===== config.mk =====
export PLATFORM = sky130hd
export DESIGN_NAME = marie_control_unit
export DESIGN_NICKNAME = d
export VERILOG_FILES = /design/src/rtl/marie_pkg.sv /design/src/rtl/marie_skip_eval.sv /design/src/rtl/marie_control_unit.sv
export SDC_FILE = /design/constraint.sdc
export NUM_CORES = 1
export LEC_CHECK = 0
export ABC_CLOCK_PERIOD_IN_PS = 2950
export CAP_MARGIN = 20
export CORE_MARGIN = 2
export CORE_UTILIZATION = 49
export CTS_CLUSTER_DIAMETER = 80
export DETAILED_ROUTE_END_ITERATION = 10
export PLACE_DENSITY = 0.95
export SKIP_CTS_REPAIR_TIMING = 1
export SKIP_LAST_GASP = 1
export SLEW_MARGIN = 5
export SYNTH_ARGS = -nofsm -noshare
export SYNTH_HDL_FRONTEND = slang
export SYNTH_SLANG_ARGS = --single-unit
export TNS_END_PERCENT = 30

===== constraint.sdc =====
create_clock -name clk -period 2.95 [get_ports clk]
set_input_delay 0.59 -clock clk [delete_from_list [all_inputs] [get_ports clk]]
set_output_delay 0.59 -clock clk [all_outputs]
set_load 0.1 [all_outputs]

===== src/rtl/marie_pkg.sv =====
// Shared types and encodings for the MARIE accumulator CPU sequencer.
package marie_pkg;

    typedef enum logic [3:0] {
        OP_LOAD     = 4'h1,
        OP_STORE    = 4'h2,
        OP_ADD      = 4'h3,
        OP_SUBT     = 4'h4,
        OP_HALT     = 4'h7,
        OP_SKIPCOND = 4'h8,
        OP_JUMP     = 4'h9,
        OP_CLEAR    = 4'hA
    } opcode_e;

    typedef enum logic [3:0] {
        IDLE,
        F0,
        F1,
        D,
        M0,
        M1,
        X,
        W0,
        W1,
        HALTED
    } state_e;

    localparam logic [3:0] ALU_SEL_NOP = 4'h0;
    localparam logic [3:0] ALU_SEL_ADD = 4'h1;
    localparam logic [3:0] ALU_SEL_SUB = 4'h2;

    localparam logic [1:0] SKIP_LT    = 2'b00;
    localparam logic [1:0] SKIP_EQ    = 2'b01;
    localparam logic [1:0] SKIP_GT    = 2'b10;
    localparam logic [1:0] SKIP_NEVER = 2'b11;

endpackage


===== src/rtl/marie_skip_eval.sv =====
// SKIPCOND condition evaluation: signed compare of AC against zero.
module marie_skip_eval
    import marie_pkg::*;
#(
    parameter int DATA_WIDTH = 16
) (
    input  logic [DATA_WIDTH-1:0] ac,
    input  logic [1:0]            cond,
    output logic                  skip
);

    logic ac_neg;
    logic ac_zero;

    assign ac_neg  = ac[DATA_WIDTH-1];
    assign ac_zero = (ac == '0);

    always_comb begin
        skip = 1'b0;
        case (cond)
            SKIP_LT:    skip = ac_neg;
            SKIP_EQ:    skip = ac_zero;
            SKIP_GT:    skip = !ac_neg && !ac_zero;
            SKIP_NEVER: skip = 1'b0;
            default:    skip = 1'b0;
        endcase
    end

endmodule


===== src/rtl/marie_control_unit.sv =====
// Multi-cycle fetch/decode/execute sequencer owning PC, IR, MAR, MBR and AC.
//   state  | meaning
//   IDLE   | waiting for start
//   F0     | fetch request at PC
//   F1     | latch IR, PC+1
//   D      | decode; SKIPCOND/JUMP/CLEAR/undefined finish here
//   M0/M1  | operand read request / latch MBR
//   X      | AC update for LOAD/ADD/SUBT
//   W0/W1  | stage MBR/MAR / single write cycle
//   HALTED | absorbing until reset
module marie_control_unit
    import marie_pkg::*;
#(
    parameter int                    DATA_WIDTH = 16,
    parameter int                    ADDR_WIDTH = 12,
    parameter logic [ADDR_WIDTH-1:0] RESET_PC   = '0
) (
    input  logic                  clk,
    input  logic                  rst_n,
    input  logic                  start,
    output logic [ADDR_WIDTH-1:0] mem_addr,
    output logic [DATA_WIDTH-1:0] mem_wdata,
    input  logic [DATA_WIDTH-1:0] mem_rdata,
    output logic                  mem_cs,
    output logic                  mem_we,
    output logic                  mem_oe,
    output logic [DATA_WIDTH-1:0] alu_a,
    output logic [DATA_WIDTH-1:0] alu_b,
    output logic [3:0]            alu_sel,
    input  logic [DATA_WIDTH-1:0] alu_out,
    output logic                  halted,
    output logic                  illegal_op,
    output logic [ADDR_WIDTH-1:0] pc,
    output logic [DATA_WIDTH-1:0] ac,
    output logic [DATA_WIDTH-1:0] ir
);

    state_e                state_q, state_d;
    logic [ADDR_WIDTH-1:0] pc_q, pc_d;
    logic [ADDR_WIDTH-1:0] mar_q, mar_d;
    logic [DATA_WIDTH-1:0] ir_q, ir_d;
    logic [DATA_WIDTH-1:0] mbr_q, mbr_d;
    logic [DATA_WIDTH-1:0] ac_q, ac_d;

    logic [3:0]            opcode;
    logic [ADDR_WIDTH-1:0] operand;
    logic                  skip;

    assign opcode  = ir_q[DATA_WIDTH-1 -: 4];
    assign operand = ir_q[ADDR_WIDTH-1:0];

    marie_skip_eval #(
        .DATA_WIDTH(DATA_WIDTH)
    ) u_skip_eval (
        .ac  (ac_q),
        .cond(ir_q[DATA_WIDTH-5 -: 2]),
        .skip(skip)
    );

    always_comb begin
        state_d    = state_q;
        pc_d       = pc_q;
        mar_d      = mar_q;
        ir_d       = ir_q;
        mbr_d      = mbr_q;
        ac_d       = ac_q;
        mem_cs     = 1'b0;
        mem_we     = 1'b0;
        mem_oe     = 1'b0;
        alu_sel    = ALU_SEL_NOP;
        illegal_op = 1'b0;

        case (state_q)
            IDLE: begin
                if (start) state_d = F0;
            end
            F0: begin
                mar_d   = pc_q;
                mem_cs  = 1'b1;
                mem_oe  = 1'b1;
                state_d = F1;
            end
            F1: begin
                ir_d    = mem_rdata;
                pc_d    = pc_q + ADDR_WIDTH'(1);
                state_d = D;
            end
            D: begin
                state_d = F0;
                case (opcode)
                    OP_LOAD, OP_ADD, OP_SUBT: state_d = M0;
                    OP_STORE:                 state_d = W0;
                    OP_HALT:                  state_d = HALTED;
                    OP_SKIPCOND: begin
                        if (skip) pc_d = pc_q + ADDR_WIDTH'(1);
                    end
                    OP_JUMP:                  pc_d = operand;
                    OP_CLEAR:                 ac_d = '0;
                    default:                  illegal_op = 1'b1;
                endcase
            end
            M0: begin
                mar_d   = operand;
                mem_cs  = 1'b1;
                mem_oe  = 1'b1;
                state_d = M1;
            end
            M1: begin
                mbr_d   = mem_rdata;
                state_d = X;
            end
            X: begin
                if (opcode == OP_LOAD) begin
                    ac_d = mbr_q;
                end else begin
                    alu_sel = (opcode == OP_ADD) ? ALU_SEL_ADD : ALU_SEL_SUB;
                    ac_d    = alu_out;
                end
                state_d = F0;
            end
            W0: begin
                mbr_d   = ac_q;
                mar_d   = operand;
                state_d = W1;
            end
            W1: begin
                mem_cs  = 1'b1;
                mem_we  = 1'b1;
                state_d = F0;
            end
            HALTED: state_d = HALTED;
            default: state_d = IDLE;
        endcase
    end

    always_ff @(posedge clk or negedge rst_n) begin
        if (!rst_n) begin
            state_q <= IDLE;
            pc_q    <= RESET_PC;
            mar_q   <= '0;
            ir_q    <= '0;
            mbr_q   <= '0;
            ac_q    <= '0;
        end else begin
            state_q <= state_d;
            pc_q    <= pc_d;
            mar_q   <= mar_d;
            ir_q    <= ir_d;
            mbr_q   <= mbr_d;
            ac_q    <= ac_d;
        end
    end

    // The sync RAM samples its address on the same edge that closes F0/M0,
    // so the bus carries the value MAR is being loaded with, not the old one.
    assign mem_addr  = mar_d;
    assign mem_wdata = mbr_q;
    assign alu_a     = ac_q;
    assign alu_b     = mbr_q;
    assign halted    = (state_q == HALTED);
    assign pc        = pc_q;
    assign ac        = ac_q;
    assign ir        = ir_q;

endmodule


# == Yosys cells after proc, flatten, opt, wreduce, memory -nomap -nowiden ==
# Index checks and enable logic that the tools add are counted.
# classes
eq_ne,24
n_reduce_logical,17
mux,20
n_addsub,1
# ops
op,count
$pmux W12 S2,3
$pmux W16 S2,2
$pmux W4 S9,1
$mux W16,2
$eq A4 B3 Y1 const B,6
$eq A4 B4 Y1 const B,5
$eq A4 B2 Y1 const B,4
$logic_not A16 Y1,1
$add A12 B1 Y12 const B,1
$mux W12,1
$pmux W4 S3,1
$eq A4 B1 Y1 const B,2
$reduce_or A8 Y1,1
$mux W2,3
$reduce_bool A2 Y1,3
$reduce_or A2 Y1,3
$reduce_or A3 Y1,2
$mux W1,5
$eq A2 B2 Y1 const B,2
$logic_not A4 Y1,1
$mux W4,1
$pmux W1 S4,1
$ne A3 B2 Y1 const B,1
$ne A3 B3 Y1 const B,1
8 further kinds,9
# totals
word_cells,68
output_inout_bits,113
ff_bits,76
inputBits,35

# == Logic depth before layout (Yosys ltp) ==
# Gate-level depths: netlist of run 1.
# depth
depth_word,7
depth_mapped,8
ltp_nobuf,6

# == Modules after synthesis ==
# From an unflattened synthesis of run 1, not the netlist that was laid out.
# unflattened
cells_unflattened,394
area_unflattened_um2,4265.3
# by_module_without_submodules
module,area_each_um2,cells_per_inst,instances
marie_control_unit,4182.8,384,1
marie_skip_eval,82.6,10,1

# == Worst setup path after synthesis of run 1 ==
# Ideal clock, no wire load.
# synth_timing
path_type,flip-flop to output port
start,register ir_q[12] (netlist: ir[12])
end,output alu_sel[0]
path_slack_ps,-1825
arrival_time_ps,4185
required_ps,2360
path_stages_with_launch,4
path_cell_list,dfrtp_1 > clkbuf_1 > nand2_1 > nor4_1
# synth_via
elab_chain_len,4
# synth_rtl
item,line_no,rtl
"start, declared",marie_control_unit.sv:41,"logic [DATA_WIDTH-1:0] ir_q, ir_d;"
"start signal, assigned",marie_control_unit.sv:148,ir_q <= ir_d;
$eq A4 B2 Y1,marie_control_unit.sv:116,alu_sel = (opcode == OP_ADD) ? ALU_SEL_ADD : ALU_SEL_SUB;
$mux W2,marie_control_unit.sv:116,
$mux W2 *,marie_control_unit.sv:113,if (opcode == OP_LOAD) begin
$mux W2 *,marie_control_unit.sv:73,case (state_q)
"end, declared",marie_control_unit.sv:29,"output logic [3:0] alu_sel,"
# Every way passes the cells marked *; elsewhere a longest branch is shown, timed or not.

# == Worst setup path after layout of run 1 ==
# layout_timing
start,register state_q[2]
end,output mem_addr[4]
# layout_via
elab_chain_len,3
# layout_rtl
item,line_no,rtl
"start, declared",marie_control_unit.sv:38,"state_e state_q, state_d;"
"start signal, assigned",marie_control_unit.sv:145,state_q <= state_d;
$eq A4 B3 Y1,marie_control_unit.sv:73,
$reduce_or A2 Y1 (no source line),--,
$pmux W12 S2 *,marie_control_unit.sv:73,
"end, declared",marie_control_unit.sv:21,"output logic [ADDR_WIDTH-1:0] mem_addr,"
# Marks and branches as above.

==> results.json, run 1 <==
{
  "synth.cell_area_sq_um": 4170,
  "finalMaxSlewViolations": 0,
  "critPathMaxFanout": 12,
  "antenna_found_initial": 0,
  "place.port_buffers": 145,
  "dp.cells": 627,
  "synthToLayoutAreaGrowth_pct": 36.1,
  "dpl-instance-area_sq_um": 5450,
  "synth_mux_area_share_pct": 12.5,
  "die_area_sq_um": 9270,
  "synth-edff-count": 0,
  "transition_time_of_the_tightest_slew_check_pin_ns": 0.966,
  "postSynthCellCount": 425,
  "detailedPlacementHpwl_um": 8390,
  "top_cell_type_s_share_of_synthesized_area_pct": 45.6,
  "drt-vias-per-instance": 5.75,
  "diodes": 0,
  "final_cell_count_no_fill": 643,
  "drt.antenna.violating_nets": 0,
  "synthesis.yosys.warnings": 0,
  "final_area_sq_um": 5680,
  "synth_area_in_compound_gates_pct": 16.7,
  "detail_route.drc_violations": 0,
  "global_route_wire_length_before_repair_um": 18100,
  "synth_xor_xnor_area_share_pct": 0.420,
  "first_global_vias": 3560,
  "via_count": 3700,
  "final_min_period_over_clock_period_pct": 93.4,
  "wl_um": 11300,
  "drive_above_1_share_pct": 32.3,
  "crit_start": "state_q[2]$_DFFE_PN0P_",
  "r2r-start": "ac[11]$_DFFE_PN0P_",
  "clock_insertion_delay_worst_skew_ns": 0.36,
  "core_area_sq_um": 8220,
  "critPathCaptureType": "primary output",
  "synthDominantAreaCellType": "dfrtp_1",
  "clkTransAtPathRegs_ns": 0.08,
  "period_minus_slack_ns": 2.75,
  "cp-start-kind": "register",
  "nets": 569,
  "ys_seq_elements": 76,
  "synthFlopType": "dfrtp_1",
  "final_hold_viol_count": 0,
  "arrival_ns": 2.16,
  "numClockSinks": 76,
  "synth.yosys.seq_area_share_pct": 45.6,
  "drt_first_pass_iters": 7,
  "maxCapViolCount": 0,
  "routabilityCongestion": 0.896,
  "setup_viol": 0,
  "post_synth_fa_ha_maj_area_fraction_pct": 0.300,
  "mostFrequentLayoutCell": "buf_4",
  "die_y_extent_um": 96.3,
  "drt_iter0_drc": 195,
  "clock_path_buffers": 2,
  "timing.critical_path.required_ns": 2.36,
  "cts_buffers": 9,
  "detail_route.wl_per_cell_um": 17.6,
  "design.portCount": 148,
  "max_freq_mhz": 363,
  "run_status": "complete, no violations",
  "dp_slack_ns": 0.382,
  "yosys-top-cells-area": "dfrtp_1, mux2i_1, buf_4, nand2_1, o21ai_0",
  "rsz0062_at_grt": "no",
  "setup_ws_ns": 0.196,
  "async_reset_ff_share_pct": 100,
  "worst_hold_path_type": "in2async",
  "yosysUniqueCellTypes": 53,
  "worst-setup-path-type": "reg2out",
  "mostFrequentLayoutCells": "buf_4, dfrtp_1, nand2_1",
  "yosys.area_share.simple_pct": 14.5,
  "grt_max_degree": 77,
  "clock_tree.root_cell": "clkbuf_8",
  "synth.avg_cell_area_sq_um": 9.82,
  "clock_skew_ns": 0.0177,
  "cts_htree_levels": 3,
  "initial_core_util_pct": 50.8,
  "fillerInstances": 592,
  "largest_family_of_logic_cells_by_synthesized_area": "compound AO/OA/AOI/OAI gates",
  "global_route.overflow_total": 0,
  "die_x_um": 96.3,
  "cts_tree": "built",
  "relSlewSlack_pct": 35.6,
  "number_of_rows_in_the_core_area": 33,
  "grtUsageTotal_pct": 25.7
}
==> layout make-up <==
class	count	area, sq um	share of cell area (%)
flip-flops and latches	76	1900	33.5
multi-input cells	284	1900	33.5
repair buffers	157	1500	26.4
clock buffers	10	138	2.42
well taps	105	131	2.31
clock inverters	6	87.6	1.54
inverters	5	18.8	0.331
==> registers in the layout, indices dropped and copies added (netlist names) <==
signal / flops
ac: 16
alu_b: 16
ir: 16
mar_q: 12
pc: 12
state_q: 4
==> kinds of logic after synthesis <==
family                   count (synthesis)
AO/OA/AOI/OAI                          104
XOR/XNOR                                 2
adder cells (fa/ha/maj)                  1
buffers and inverters                   66
flip-flops                              76
multiplexers                            50
other                                    1
AND/OR/NAND/NOR                        125
==> worst max-delay path, stage by stage (launching register included) <==
cell	delay (ns)
dfrtp_1	0.59
inv_1	0.18
nor3_1	0.33
buf_4	0.26
a22oi_1	0.12
nand2_1	0.14
buf_12	0.19
==> Yosys cell counts, types with 5 or more instances <==
cell and number:
a211oi_1 7, a21oi_1 13, a22oi_1 14, a2bb2oi_1 9, buf_2 9, buf_4 36, clkbuf_1 11, dfrtp_1 76
inv_1 5, mux2_2 16, mux2i_1 34, nand2_1 66, nand2b_1 5, nand3_1 6, nor2_1 19, nor4_1 6
o21ai_0 43
==> per-stage QoR <==
stage / util [%] / hold slack [ns] / TNS, ns
finish: 69.1 / 0.387 / 0
global route: 69.1 / 0.462 / 0
CTS: 69.1 / 0.417 / 0
detailed placement: 66.3 / 0.521 / 0
global placement: 66.3 / 0.509 / 0
floorplan: - / 0.294 / -0.185
==> worst paths after layout <==
path / slack (ns) / endpoint / cells after the start
setup / recovery: 0.20 / mem_addr[4] / 6
min in group clk: 0.53 / mar_q[5]$_DFF_PN0_ / 2
max in group asynchronous: 1.94 / ac[5]$_DFFE_PN0P_ / 1
setup reg to reg: 0.49 / pc[1]$_DFFE_PN0P_ / 5
hold reg to reg: 0.53 / mar_q[5]$_DFF_PN0_ / 2
hold / removal: 0.39 / mar_q[9]$_DFF_PN0_ / 1
==> metal layers <==
layer | global-route usage (%) | vias to the layer above | part of all wire (%)
li1 | - | 1692 | -
met1 | 33.2 | 1824 | 41
met2 | 42.8 | 161 | 51
met3 | 5.56 | 23 | 6.6
met4 | 8.45 | 0 | 1.8
met5 | 0 | - | 0
Power of run 1 is left out: the tool's default activity adds up to more than one toggle a clock period on the data nets, which glitch-free logic cannot reach.
==> inputs of run 2 (changes only) <==
ABC_CLOCK_PERIOD_IN_PS = 3100   (was 2950)
CORE_UTILIZATION = 46   (was 49)
PLACE_DENSITY = 0.94   (was 0.95)
clock period = 3.1 ns   (was 2.95 ns; I/O delays follow)
==> run 2 against run 1 <==
Compared with the run above: clock-buffer cell count is 1 higher; register-to-register slack better by 0.15 ns; worst hold slack better by 0.048 ns; global-route usage is 2.2 points lower; critical path type unchanged.
==> results.json, run 2 (synthesized netlist as in run 1, its figures left out) <==
{
  "run_status": "complete, no violations",
  "drt_iter0_drc": 249,
  "global_route.overflow_total": 0,
  "clock_skew_ns": 0.0107,
  "grtUsageTotal_pct": 23.5,
  "grt_max_degree": 77,
  "detail_route.wl_per_cell_um": 17.6,
  "clkTransAtPathRegs_ns": 0.08,
  "antenna_found_initial": 0,
  "routabilityCongestion": 0.822,
  "die_x_um": 99.2,
  "via_count": 3605,
  "critical_path.max_stage_delay_ns": 0.60,
  "clock_path_buffers": 2,
  "timing.critical_path.required_ns": 2.48,
  "drt-vias-per-instance": 5.61,
  "drive_above_1_share_pct": 31.6,
  "first_global_vias": 3477,
  "cp_cell_sequence": "inv_1 > nor3_1 > buf_4 > a22oi_1 > nand2_1 > buf_12",
  "cts_htree_levels": 3,
  "final_hold_viol_count": 0,
  "mostFrequentLayoutCell": "buf_4",
  "maxCapViolCount": 0,
  "diodes": 0,
  "setup_viol": 0,
  "arrival_ns": 2.18,
  "cts_buffers": 9,
  "worst-setup-path-type": "reg2out",
  "cp-start-kind": "register",
  "number_of_rows_in_the_core_area": 34,
  "max_freq_mhz": 357,
  "critPathCaptureType": "primary output",
  "postLayoutCoreUtil_pct": 64.3,
  "numClockSinks": 76,
  "nets": 567,
  "rsz0062_at_grt": "no",
  "clock_insertion_delay_worst_skew_ns": 0.34,
  "final_min_period_over_clock_period_pct": 90.3,
  "cts_tree": "built",
  "synthToLayoutAreaGrowth_pct": 35.2,
  "finalMaxSlewViolations": 0,
  "die_area_sq_um": 9850,
  "clock_tree.root_cell": "clkbuf_8",
  "die_y_extent_um": 99.2,
  "place.port_buffers": 145,
  "wl_um": 11300,
  "period_minus_slack_ns": 2.80,
  "global_route_wire_length_before_repair_um": 18500,
  "r2r-start": "ac[11]$_DFFE_PN0P_",
  "transition_time_of_the_tightest_slew_check_pin_ns": 0.969,
  "design.portCount": 148,
  "drt.antenna.violating_nets": 0,
  "crit_start": "state_q[2]$_DFFE_PN0P_",
  "detailedPlacementHpwl_um": 8210,
  "detail_route.drc_violations": 0,
  "drt_first_pass_iters": 4,
  "initial_core_util_pct": 47.6,
  "critPathMaxFanout": 12,
  "worst_hold_path_type": "in2async",
  "mostFrequentLayoutCells": "buf_4, dfrtp_1, nand2_1",
  "core_area_sq_um": 8760,
  "relSlewSlack_pct": 35.4,
  "critical-path-slowest-cell": "dfrtp_1",
  "path_delay_family": "buffers and inverters",
  "fillerInstances": 695,
  "critPathBufInv": 3
}
run 2: changes by cell type in the layout (fill, tap and decap cells not counted), sizes merged:
cell	before	now
clkinvlp	0	1
buf	124	122
clkbuf	10	11
clkinv	4	1
run 2: final cells by class:
cell class	count	area [sq um]	area share [%]
multi-input combinational	284	1890	33.4
clock inverter	4	72.6	1.29
timing repair buffer	155	1470	26.1
clock buffer	11	151	2.69
inverter	5	18.8	0.333
sequential	76	1900	33.8
tap	108	135	2.40
run 2: routing by layer:
layer,wire [um],track usage [%],up-vias
met2,5530,38.4,145
met1,4880,31.6,1755
met5,0,0,-
met4,192,6.32,0
li1,-,-,1689
met3,708,5.41,16
run 2: path summary, 6_finish.rpt:
path,cells after the start,slack (ns),to
min in group clk,2,0.54,alu_b[9]$_DFFE_PN0P_
worst min-delay path,1,0.43,alu_b[10]$_DFFE_PN0P_
max in group asynchronous,1,2.00,state_q[0]$_DFFE_PN0P_
worst max register to register,5,0.64,pc[1]$_DFFE_PN0P_
worst max-delay path,6,0.30,mem_addr[4]
worst min register to register,2,0.54,alu_b[9]$_DFFE_PN0P_
run 2: stage by stage:
step	TNS, ns	std cells	setup slack, ns	hold slack, ns	area, sq um
2_1_floorplan	-1.11	426	-0.487	0.324	4200
3_3_place_gp	0	628	0.481	0.511	5410
3_5_place_dp	0	628	0.371	0.523	5410
4_1_cts	-0.0232	643	-0.0205	0.459	5630
5_1_grt	0	643	0.166	0.496	5640
6_report	0	643	0.301	0.434	5640
Power of run 2 is left out for the same reason.
